`config.mk`:
```
export PLATFORM = sky130hd
export DESIGN_NAME = ps2_rx
export DESIGN_NICKNAME = d
export VERILOG_FILES = /design/src/rtl/ps2_rx.sv
export SDC_FILE = /design/constraint.sdc
export NUM_CORES = 1
export LEC_CHECK = 0
export ABC_AREA = 1
export CORE_MARGIN = 5
export CORE_UTILIZATION = 60
export CTS_CLUSTER_SIZE = 28
export DETAILED_ROUTE_END_ITERATION = 10
export PLACE_DENSITY = 0.79
export SLEW_MARGIN = 20
export SYNTH_ARGS = -nofsm -noshare
export SYNTH_HDL_FRONTEND = slang
export SYNTH_SLANG_ARGS = --single-unit
```
`constraint.sdc`:
```
create_clock -name clk_core -period 3.1 [get_ports clk_core]
set_input_delay 0.62 -clock clk_core [delete_from_list [all_inputs] [get_ports clk_core]]
set_output_delay 0.62 -clock clk_core [all_outputs]
set_load 0.1 [all_outputs]
```
`src/rtl/ps2_rx.sv`:
```
// PS/2 device-to-host receiver: synchronizer, clock glitch filter, frame FSM and FWFT receive FIFO.
// Optional PS2_RX_INHIBIT_EN holds clk_inhibit high while the FIFO is full.
module ps2_rx #(
  parameter int FIFO_AW = 3,
  parameter int TIMEOUT = 2048
) (
  input  logic       clk_core,
  input  logic       core_reset_n,
  input  logic       ps2_clk_in,
  input  logic       ps2_data_in,
  input  logic       rd,
  input  logic       clear_err,
  output logic [7:0] data,
  output logic       valid,
  output logic       parity_err,
  output logic       frame_err,
  output logic       overflow,
  output logic       clk_inhibit
);

  localparam int DEPTH = 1 << FIFO_AW;
  localparam int CW    = $clog2(TIMEOUT + 1);

  typedef enum logic [1:0] {IDLE, DATA, PARITY, STOP} state_t;

  // Synchronizers and clock filter; all idle-high so reset looks like a quiet bus.
  logic       clk_s1_q, clk_s2_q, dat_s1_q, dat_s2_q;
  logic [1:0] hist_q;
  logic       filt_q, filt_d;
  logic       fall_q;

  // Frame receiver.
  state_t          state_q, state_d;
  logic [2:0]      bit_cnt_q, bit_cnt_d;
  logic [7:0]      shift_q, shift_d;
  logic            par_q, par_d;
  logic [CW-1:0]   tmo_q, tmo_d;
  logic            push_req, perr_set, ferr_set;

  // Receive FIFO and sticky flags.
  logic [7:0]         mem_q [DEPTH];
  logic [FIFO_AW-1:0] wr_ptr_q, wr_ptr_d, rd_ptr_q, rd_ptr_d;
  logic [FIFO_AW:0]   count_q, count_d;
  logic               full, pop, push_ok, ovf_set;
  logic               perr_q, perr_d, ferr_q, ferr_d, ovf_q, ovf_d;

  // A new filtered level is accepted only when the current and two previous samples agree.
  always_comb begin
    filt_d = filt_q;
    if (clk_s2_q == hist_q[0] && clk_s2_q == hist_q[1]) filt_d = clk_s2_q;
  end

  // NOTE: every clocked assignment uses <= so all flops see pre-edge values; = would
  // make results depend on statement order and simulate differently from the netlist.
  always_ff @(posedge clk_core or negedge core_reset_n) begin
    if (!core_reset_n) begin
      clk_s1_q <= 1'b1;
      clk_s2_q <= 1'b1;
      dat_s1_q <= 1'b1;
      dat_s2_q <= 1'b1;
      hist_q   <= 2'b11;
      filt_q   <= 1'b1;
      fall_q   <= 1'b0;
    end else begin
      clk_s1_q <= ps2_clk_in;
      clk_s2_q <= clk_s1_q;
      dat_s1_q <= ps2_data_in;
      dat_s2_q <= dat_s1_q;
      hist_q   <= {hist_q[0], clk_s2_q};
      filt_q   <= filt_d;
      fall_q   <= filt_q & ~filt_d;
    end
  end

  // NOTE: every variable gets a default before the case so no path leaves it
  // unassigned; otherwise synthesis infers a latch to hold the old value.
  always_comb begin
    state_d   = state_q;
    bit_cnt_d = bit_cnt_q;
    shift_d   = shift_q;
    par_d     = par_q;
    tmo_d     = '0;
    push_req  = 1'b0;
    perr_set  = 1'b0;
    ferr_set  = 1'b0;

    if (state_q != IDLE) tmo_d = fall_q ? '0 : tmo_q + CW'(1);

    case (state_q)
      IDLE: begin
        if (fall_q && !dat_s2_q) begin
          state_d   = DATA;
          bit_cnt_d = 3'd0;
        end
      end
      DATA: begin
        if (fall_q) begin
          shift_d   = {dat_s2_q, shift_q[7:1]};
          bit_cnt_d = bit_cnt_q + 3'd1;
          if (bit_cnt_q == 3'd7) state_d = PARITY;
        end
      end
      PARITY: begin
        if (fall_q) begin
          par_d   = dat_s2_q;
          state_d = STOP;
        end
      end
      STOP: begin
        if (fall_q) begin
          state_d = IDLE;
          if (!dat_s2_q)               ferr_set = 1'b1;
          else if (^{shift_q, par_q})  push_req = 1'b1;
          else                         perr_set = 1'b1;
        end
      end
      default: state_d = IDLE;
    endcase

    // A stalled device abandons the frame; whatever was shifted in is simply dropped.
    if (state_q != IDLE && !fall_q && tmo_q == CW'(TIMEOUT)) begin
      state_d  = IDLE;
      tmo_d    = '0;
      ferr_set = 1'b1;
    end
  end

  assign valid   = (count_q != '0);
  assign full    = count_q[FIFO_AW];
  assign pop     = rd & valid;
  assign push_ok = push_req & (~full | pop);
  assign ovf_set = push_req & full & ~pop;
  assign data    = valid ? mem_q[rd_ptr_q] : 8'h00;

  always_comb begin
    wr_ptr_d = push_ok ? wr_ptr_q + FIFO_AW'(1) : wr_ptr_q;
    rd_ptr_d = pop     ? rd_ptr_q + FIFO_AW'(1) : rd_ptr_q;
    count_d  = count_q;
    if (push_ok && !pop)      count_d = count_q + (FIFO_AW+1)'(1);
    else if (!push_ok && pop) count_d = count_q - (FIFO_AW+1)'(1);
    // Setting beats clearing when both land in the same cycle.
    perr_d = (perr_q & ~clear_err) | perr_set;
    ferr_d = (ferr_q & ~clear_err) | ferr_set;
    ovf_d  = (ovf_q  & ~clear_err) | ovf_set;
  end

  always_ff @(posedge clk_core or negedge core_reset_n) begin
    if (!core_reset_n) begin
      state_q   <= IDLE;
      bit_cnt_q <= '0;
      shift_q   <= '0;
      par_q     <= 1'b0;
      tmo_q     <= '0;
      wr_ptr_q  <= '0;
      rd_ptr_q  <= '0;
      count_q   <= '0;
      perr_q    <= 1'b0;
      ferr_q    <= 1'b0;
      ovf_q     <= 1'b0;
    end else begin
      state_q   <= state_d;
      bit_cnt_q <= bit_cnt_d;
      shift_q   <= shift_d;
      par_q     <= par_d;
      tmo_q     <= tmo_d;
      wr_ptr_q  <= wr_ptr_d;
      rd_ptr_q  <= rd_ptr_d;
      count_q   <= count_d;
      perr_q    <= perr_d;
      ferr_q    <= ferr_d;
      ovf_q     <= ovf_d;
    end
  end

  // NOTE: the storage array has no reset so it maps onto RAM; the data output is
  // masked to zero while empty, so stale contents are never observable.
  always_ff @(posedge clk_core) begin
    if (push_ok) mem_q[wr_ptr_q] <= shift_q;
  end

  assign parity_err = perr_q;
  assign frame_err  = ferr_q;
  assign overflow   = ovf_q;

`ifdef PS2_RX_INHIBIT_EN
  logic inhibit_q;
  always_ff @(posedge clk_core or negedge core_reset_n) begin
    if (!core_reset_n) inhibit_q <= 1'b0;
    else               inhibit_q <= count_d[FIFO_AW];
  end
  assign clk_inhibit = inhibit_q;
`else
  assign clk_inhibit = 1'b0;
`endif

endmodule

```
**After elaboration in Yosys (flattened, before gate mapping)**

Memory sizes are Yosys's and may differ from the RTL's.
Cells that the tools add are included.

- Memories kept: 1
- Input bits: 6
- Output and inout bits: 13
- Register bits: 47
- Word-level logic and storage cells: 106
- Bits in writable memories: 64

Memories:

| name | words | bits a word | rd ports | clocked after Yosys merged registers in | wr ports | line | source |
|---|---|---|---|---|---|---|---|
| mem_q | 8 | 8 | 1 | 0 | 1 | 41 | `logic [7:0] mem_q [DEPTH];` |

- Bitwise gates (word level): 16
- Reduce and logical (&&, ||, !) cells: 20
- Muxes and demuxes: 31
- Equal/unequal tests: 14
- $add $sub $neg: 6

Operators by type and width:

| operator | count |
|---|---|
| $mux 12 | 3 |
| $mux 1 | 15 |
| $ne 3x3->1 const B | 5 |
| $add 12x1->12 const B | 1 |
| $eq 12x12->1 const B | 1 |
| $mux 2 | 6 |
| $add 3x1->3 const B | 3 |
| $reduce_xor 9->1 | 1 |
| $and 1x1->1 | 8 |
| $mux 4 | 2 |
| $mux 8 | 1 |
| $pmux 2 s4 | 1 |
| $logic_and 1x1->1 | 6 |
| $mux 3 | 2 |
| $pmux 3 s2 | 1 |
| $reduce_bool 2->1 | 3 |
| $reduce_and 5->1 | 1 |
| $add 4x1->4 const B | 1 |
| $eq 2x2->1 const B | 2 |
| $logic_not 1->1 | 4 |
| $ne 2x2->1 const B | 2 |
| $not 1->1 | 4 |
| $or 1x1->1 | 4 |
| $reduce_and 2->1 | 2 |
| 7 further kinds | 8 |

**Depth between registers and ports, before layout**

- Depth in word-level cells: 10
- Gate-level depth with buffers: 18
- Mapped depth without buffers: 18

**Worst setup path after synthesis**

OpenSTA, ideal clock, no wires.

- Path type: register to output
- Start: register count_q[0]
- End: output data[0]
- Data required time: 2.480 ns
- Path buffers: 1
- Stages on the path, launching flop included: 6
- Data arrival time: 3.021 ns
- Setup slack: -0.541 ns
- Path through: dfrtp_1 nor2_1 nand2_1 clkbuf_1 o21ai_0 nor2_1

- Longest elaborated chain between the ends: 2

Ends and longest elaborated chain:

| what | line | source |
|---|---|---|
| from (decl) | 43 | `logic [FIFO_AW:0] count_q, count_d;` |
| from (signal assigned) | 168 | `count_q <= count_d;` |
| $reduce_bool 4->1 | 128 | `assign valid = (count_q != '0);` |
| net valid | 14 | `output logic valid,` |
| $mux 8 | 133 | `assign data = valid ? mem_q[rd_ptr_q] : 8'h00;` |
| to (decl) | 13 | `output logic [7:0] data,` |

The timed path passes the listed nets, and every way through them passes these cells.

**Final worst setup path**

- Start: register shift_q[1]
- End: register count_q[3]

- Longest elaborated chain between the ends: 9
- Elaborated cells between the ends (all ways): 11
- Classes of those cells: mux (5); bitwise (1); reduce/logical (5)

Ends and longest elaborated chain:

| what | line | source |
|---|---|---|
| from (decl) | 35 | `logic [7:0] shift_q, shift_d;` |
| from (signal assigned) | 163 | `shift_q <= shift_d;` |
| $reduce_xor 9->1 * | 113 | `else if (^{shift_q, par_q}) push_req = 1'b1;` |
| $mux 1 * | 113 |  |
| $mux 1 * | 112 | `if (!dat_s2_q) ferr_set = 1'b1;` |
| $mux 1 * | 110 | `if (fall_q) begin` |
| $mux 1 * | 89 | `case (state_q)` |
| $and 1x1->1 * | 131 | `assign push_ok = push_req & (~full \| pop);` |
| net push_ok | 44 | `logic full, pop, push_ok, ovf_set;` |
| $logic_not 1->1 | 140 | `else if (!push_ok && pop) count_d = count_q - (FIFO_AW+1)'(1);` |
| $logic_and 1x1->1 | 140 |  |
| $reduce_bool 2->1 (no line) | - |  |

The timed path passes the listed nets; every way through them passes the cells marked *.
A chain may end at the register's enable or synchronous reset.

==> impl_metrics.ini <==
[yosys]
synth.top_cell.area_share = 0.3905
synth_top_area_cell = edfxtp_1
synthArstFlopShare = 0.4234
yosys_most_used_dff = edfxtp_1
synth_area_mm2 = 0.004921
ys_seq_elements = 111
synth_edf_count = 64
synth_seq_area_share = 0.6313
syn_avg_cell_area_um2 = 10.40
synth_cells = 473
ys_types = 36
syn-num-nets = 493
yosys-top-cells-count = nor2_1, nand2_1, edfxtp_1
synth.most_common_cell = nor2_1
synthTopCellsByArea = edfxtp_1, dfrtp_1, nor2_1
ys_warn_count = 0

[timing]
relSlewSlack = 0.6124
finalSetupTns_ns = 0
min_period_ns = 2.784
worst_pin_slew_ns = 0.5815
rsz0062_at_grt = no
slew_violations = 0
hold_violations = 0
timing.final.crit_share = 0.8982
clock_skew_ns = 0.01190
setup_violations = 0
fmax_mhz = 359.1

[grt]
gr-total-overflow = 0
grt_usage = 0.2016
antenna_found_initial = 0
grt_start_max_net_pins = 48
grt_pass1_vias = 3428
grt_pass1_wl_um = 16010

[cts]
h-tree-depth = 3
ctsLongestPathBuffers = 2
clkLatencyLatePin_ns = 0.38
cts_tree = built
clk_pin_slew_ns = 0.11
clkSinkCount = 111
numCtsBuffers = 9
cts_root_buf = clkbuf_8

[die]
core_area_mm2 = 0.008093
initial_core_util = 0.6081
die_y_um = 100.6
dieWidth_um = 100.6
num_rows = 33
ios = 19
design.die.area_mm2 = 0.01011

[final_layout]
diodes = 0
syn2layout_area_growth_pct = 12.43
drive_above_1_share = 0.1372
fillers = 592
final_area_mm2 = 0.005533
nNetsFinal = 518

[drt]
drt-initial-drc-count = 162
firstDrtPassIters = 4
vias = 3380
routedWlPerCell_um = 15.24
ant_nets = 0
finalWirelength_um = 9265
viasPerCell = 5.559
drc = 0

[worst_setup_path]
critPathLaunchType = register
crit_required_ns = 3.41
worstSetupPathType = register to register
arrival_ns = 3.09
critical_path.endpoint_type = register
crit_path_max_fanout = 12

[run_status]
status = finished clean

[power]
p_per_area_mw_per_mm2 = 992.7
vdd_ir_drop_max_mv = 0.5027
leakagePower_nw = 2.329

[placed_design]
io_buffers = 17
place.gp.congestion = 0.8296
place_area_mm2 = 0.005339
hpwl_um = 6185

[worst_hold_path]
hold_path.class = input pin to async pin

[run]
cap_violations = 0
what timing repair did:
item                       in CTS  in global routing
setup endpoints to repair       0                  5
hold buffers                    0                  0
buffers inserted                0                  0
gates resized for setup         0                  1
path summary, 6_finish.rpt:
check / endpoint / from / cells past startpoint / slack [ns]
setup / recovery: count_q[3]$_DFFE_PN0P_ / shift_q[1]$_DFFE_PN0P_ / 16 / 0.32
hold / removal: tmo_q[1]$_DFF_PN0_ / core_reset_n / 1 / 0.23
setup reg to reg: count_q[3]$_DFFE_PN0P_ / shift_q[1]$_DFFE_PN0P_ / 16 / 0.32
hold reg to reg: clk_s2_q$_DFF_PN1_ / clk_s1_q$_DFF_PN1_ / 0 / 0.37
max in group asynchronous: rd_ptr_q[1]$_DFFE_PN0P_ / core_reset_n / 1 / 2.46
min in group clk_core: clk_s2_q$_DFF_PN1_ / clk_s1_q$_DFF_PN1_ / 0 / 0.37
registers in the layout, summed over array words and instances, names as in the netlist:
register    count
bit_cnt_q       3
clk_s1_q        1
clk_s2_q        1
count_q         4
dat_s1_q        1
dat_s2_q        1
fall_q          1
filt_q          1
frame_err       1
hist_q          2
mem_q          64
overflow        1
par_q           1
parity_err      1
rd_ptr_q        3
shift_q         8
state_q         2
tmo_q          12
wr_ptr_q        3
power by group:
part           internal (mW)  switching [mW]
Clock                  0.315           0.519
Combinational          0.919            1.75
Sequential              1.74           0.248
Total                   2.98            2.52
cells by family after synthesis:
family / synth area share
other: 0.0007620
adders and majority gates: 0.03712
buffers and inverters: 0.04958
and+or+nand+nor: 0.1749
xor gates and xnor gates: 0.01424
DFF: 0.6313
AOI/OAI and AO/OA: 0.08976
muxes: 0.002288
layout by cell type, fill, tap and decap left out, types with 2 or more instances in the layout:
cell type        Yosys  layout
xnor2_1              2       2
nand2_2              2       2
nand4_1              3       3
clkinv_4             0       2
buf_12               0       9
o21ai_0             47      47
inv_1               49      49
nand3_1             17      17
inv_6                0       3
nor2_2               4      12
o32ai_1             16      16
nor2_1              89      81
a21oi_1              6       6
xor2_1               6       6
buf_4                1      14
ha_1                13      13
inv_8                0       2
nand2_1             74      74
nand3_2              2       2
clkbuf_8             0       9
dfstp_2              7       7
dfrtp_1             40      39
clkdlybuf4s50_1      0       4
nor3_1               5       5
edfxtp_1            64      64
stage by stage:
step	worst slack, ns	total power, mW	utilization	hold slack [ns]	std cells
final	0.3155	5.493	0.6837	0.2272	608
after floorplan	0.4198	3.820	-	0.3244	473
after CTS	0.1620	5.521	0.6832	0.3694	608
after detailed placement	0.2398	4.700	0.6597	0.3541	592
after global routing	0.02610	5.833	0.6837	0.2756	608
after global placement	0.3786	4.615	0.6597	0.3459	592
worst max-delay path: stages, from the launching register on:
cell	delay [ns]
dfrtp_1	0.61
inv_1	0.14
nand2_1	0.09
nand3_1	0.09
nand3_1	0.14
nand2_1	0.08
nand2_2	0.10
nand4_1	0.14
inv_1	0.09
ha_1	0.18
inv_1	0.09
ha_1	0.27
a21o_1	0.15
a21oi_1	0.17
nor2_1	0.06
nor2_1	0.14
xor2_1	0.17
layout make-up:
cell class / count / area (um2) / share of cell area
clock inverters: 7 / 66.31 / 0.01199
clock buffers: 9 / 123.9 / 0.02239
well taps: 105 / 131.4 / 0.02374
repair buffers: 27 / 325.3 / 0.05880
inverters: 50 / 187.7 / 0.03392
multi-input cells: 299 / 1590 / 0.2874
flip-flops and latches: 111 / 3108 / 0.5617
routing by layer:
metal / track usage / vias to the layer above / wire length [um]
li1: - / 1634 / -
met1: 0.2526 / 1630 / 3912
met2: 0.3430 / 97 / 4713
met3: 0.04291 / 19 / 464
met4: 0.07979 / 0 / 176
met5: 0 / - / 0
(Power assumes the default switching activity.)
==> variant, RTL diff (same settings) <==
The option `PS2_RX_INHIBIT_EN` is turned on by a define.
--- a/src/rtl/ps2_rx.sv
+++ b/src/rtl/ps2_rx.sv
@@ -1,5 +1,7 @@
 // PS/2 device-to-host receiver: synchronizer, clock glitch filter, frame FSM and FWFT receive FIFO.
 // Optional PS2_RX_INHIBIT_EN holds clk_inhibit high while the FIFO is full.
+`define PS2_RX_INHIBIT_EN
+
 module ps2_rx #(
   parameter int FIFO_AW = 3,
   parameter int TIMEOUT = 2048
Check against the original RTL: same outputs for any inputs over 10 cycles, from zero or initial values and one cycle with core_reset_n low; that may be too few to reach the edited logic, so the function may still have changed.
==> variant against the original RTL <==
Maximum frequency is 1.3% lower. Combinational power is 8.2% higher. Sequential cell count stayed put. Area after synthesis is 0.23% lower. Critical endpoint is now data[1]. Worst hold slack better by 0.020 ns. Setup slack worse by 0.037 ns. Final area is 0.88% higher. Total power is 3.2% higher. Register-to-register slack better by 0.02 ns. First-iteration DRC count is 10% lower. Clock power is 2% higher. Wire length is 0.66% lower.
==> variant: results (changes against the original RTL) <==
status=finished, final reports clean; clock-net power=847 uW (+2%); Slew Limit Headroom=0.608 (-0.00406); Synthesized Nets=491 (-0.41%); Post-synth EDFFs=64 (unchanged); met2 usage=0.351 (+0.00765); Int Power=3020 uW (+1.7%); gr usage total=0.202 (+0.000780); clk_lat worst skew=0.37 ns; Worst IR Drop VDD=0.000550 V (+9.5%); Global Route met1 Usage=0.253 (+0.000367); CP startpoint=rd_ptr_q[0]; Yosys warning count=0 (unchanged); GR Util met3=0.0443 (+0.00138); antenna violations before repair=0 (unchanged); via count=3284 (-2.8%); final net count=519 (+0.19%); I/O Buffers=18 (+1); slowest CP cell=dfrtp_1; ys async rst share=0.423 (unchanged); WL per Instance=15.1 um (-0.82%); routed wl met2=4.88 mm (+3.5%); hpwl dp=6.32 mm (+2.1%); Post-CTS Setup Bufs=0 (unchanged); vias in the first global route=3372 (-1.6%); register share of total power=0.341 (-0.021); clock root cell=clkbuf_8; R2R Setup Slk=0.34 ns (+0.02 ns); clock power share=0.149 (-0.003); layout cells sized above 1=0.141 (+0.00370); largest net degree at the start of global routing=48 (unchanged); top post-synthesis cells by area=edfxtp_1 (39%), dfrtp_1 (20%), nor2_1 (6.8%); met3 WL=472 um (+1.7%); Placed Cells=593 (+0.17%); CTS clk-pin slew, worst paths=0.11 ns (about the same); first-pass GRT wire length=15.8 mm (-1.5%); clk_skew=0.0144 ns (+0.00252 ns); reg2reg end=clk_inhibit; Final Wtd Congestion=0.831 (+0.19%); Register-to-Register Path Depth=17 (+1); fin cells=609 (+0.16%); Syn Inst Count=471 (-0.42%); DRT met1 WL=3.79 mm (-3.1%); critical-path maximum fanout=13 (+1); top cells by count, synth=nor2_1 (89), nand2_1 (74), edfxtp_1 (64); Leakage Power=0.00235 uW (+0.72%); Post-CTS Resized=0 (unchanged); sequential share of the synthesized area=0.633 (+0.00145); DRT Pass-1 Iters=4 (unchanged); Crit path largest cell delay=0.39 ns (-0.22 ns); highest routed layer=met4; Crit Reg-Reg Startpoint=shift_q[4]; Synth cell types=34 (-5.6%); Max Root-Sink Buffers=2 (unchanged); Hold Crit Class=input pin to asynchronous set/reset pin; CTS Buf Count=9 (unchanged); 1st-iter DRT viols=145 (-10%)
==> variant: cell count changes in the layout (fill, tap and decap cells not counted) <==
cell | before | now
nor2_2 | 12 | 4
nor2_4 | 0 | 8
buf_4 | 14 | 17
buf_12 | 9 | 8
clkinv_4 | 2 | 1
clkinv_8 | 0 | 1
conb_1 | 1 | 0
inv_6 | 3 | 2
inv_8 | 2 | 3
==> variant: worst max path at each step <==
stage,cells after the start,slack (ns),endpoint
after floorplan,5,0.27,data[0]
after global placement,14,0.33,clk_inhibit
after detailed placement,13,0.17,clk_inhibit
after CTS,7,0.26,data[6]
after global routing,18,0.06,clk_inhibit
final,7,0.28,data[1]
==> variant: through the flow <==
stage	area [um2]	hold slack, ns	worst slack, ns
3_5_place_dp	5380	0.349	0.171
6_report	5580	0.248	0.278
3_3_place_gp	5380	0.346	0.333
2_1_floorplan	4970	0.324	0.273
5_1_grt	5580	0.275	0.0561
4_1_cts	5580	0.366	0.255
==> variant: critical path: cells and delay by family (launching register included) <==
kind	cells	cell delay, ns
AO/OA/AOI/OAI	2	0.41
buffers and inverters	3	0.82
flip-flops	1	0.39
AND/OR/NAND/NOR	2	0.22
==> variant: cell families after synthesis <==
family | after synthesis | share of synthesized area
buf+inv | 62 | 0.0482
xor+xnor | 8 | 0.0143
mux | 1 | 0.00229
compound gates | 74 | 0.0900
flops | 111 | 0.633
fa+ha+maj | 14 | 0.0372
simple gates | 201 | 0.175
==> variant: area by class of cell <==
class | count | area [um2]
clock buffer | 9 | 124
clock inverter | 7 | 76.3
fill | 614 | 2510
inverter | 50 | 188
multi-input combinational | 298 | 1630
sequential | 111 | 3110
tap | 105 | 131
timing repair buffer | 29 | 328
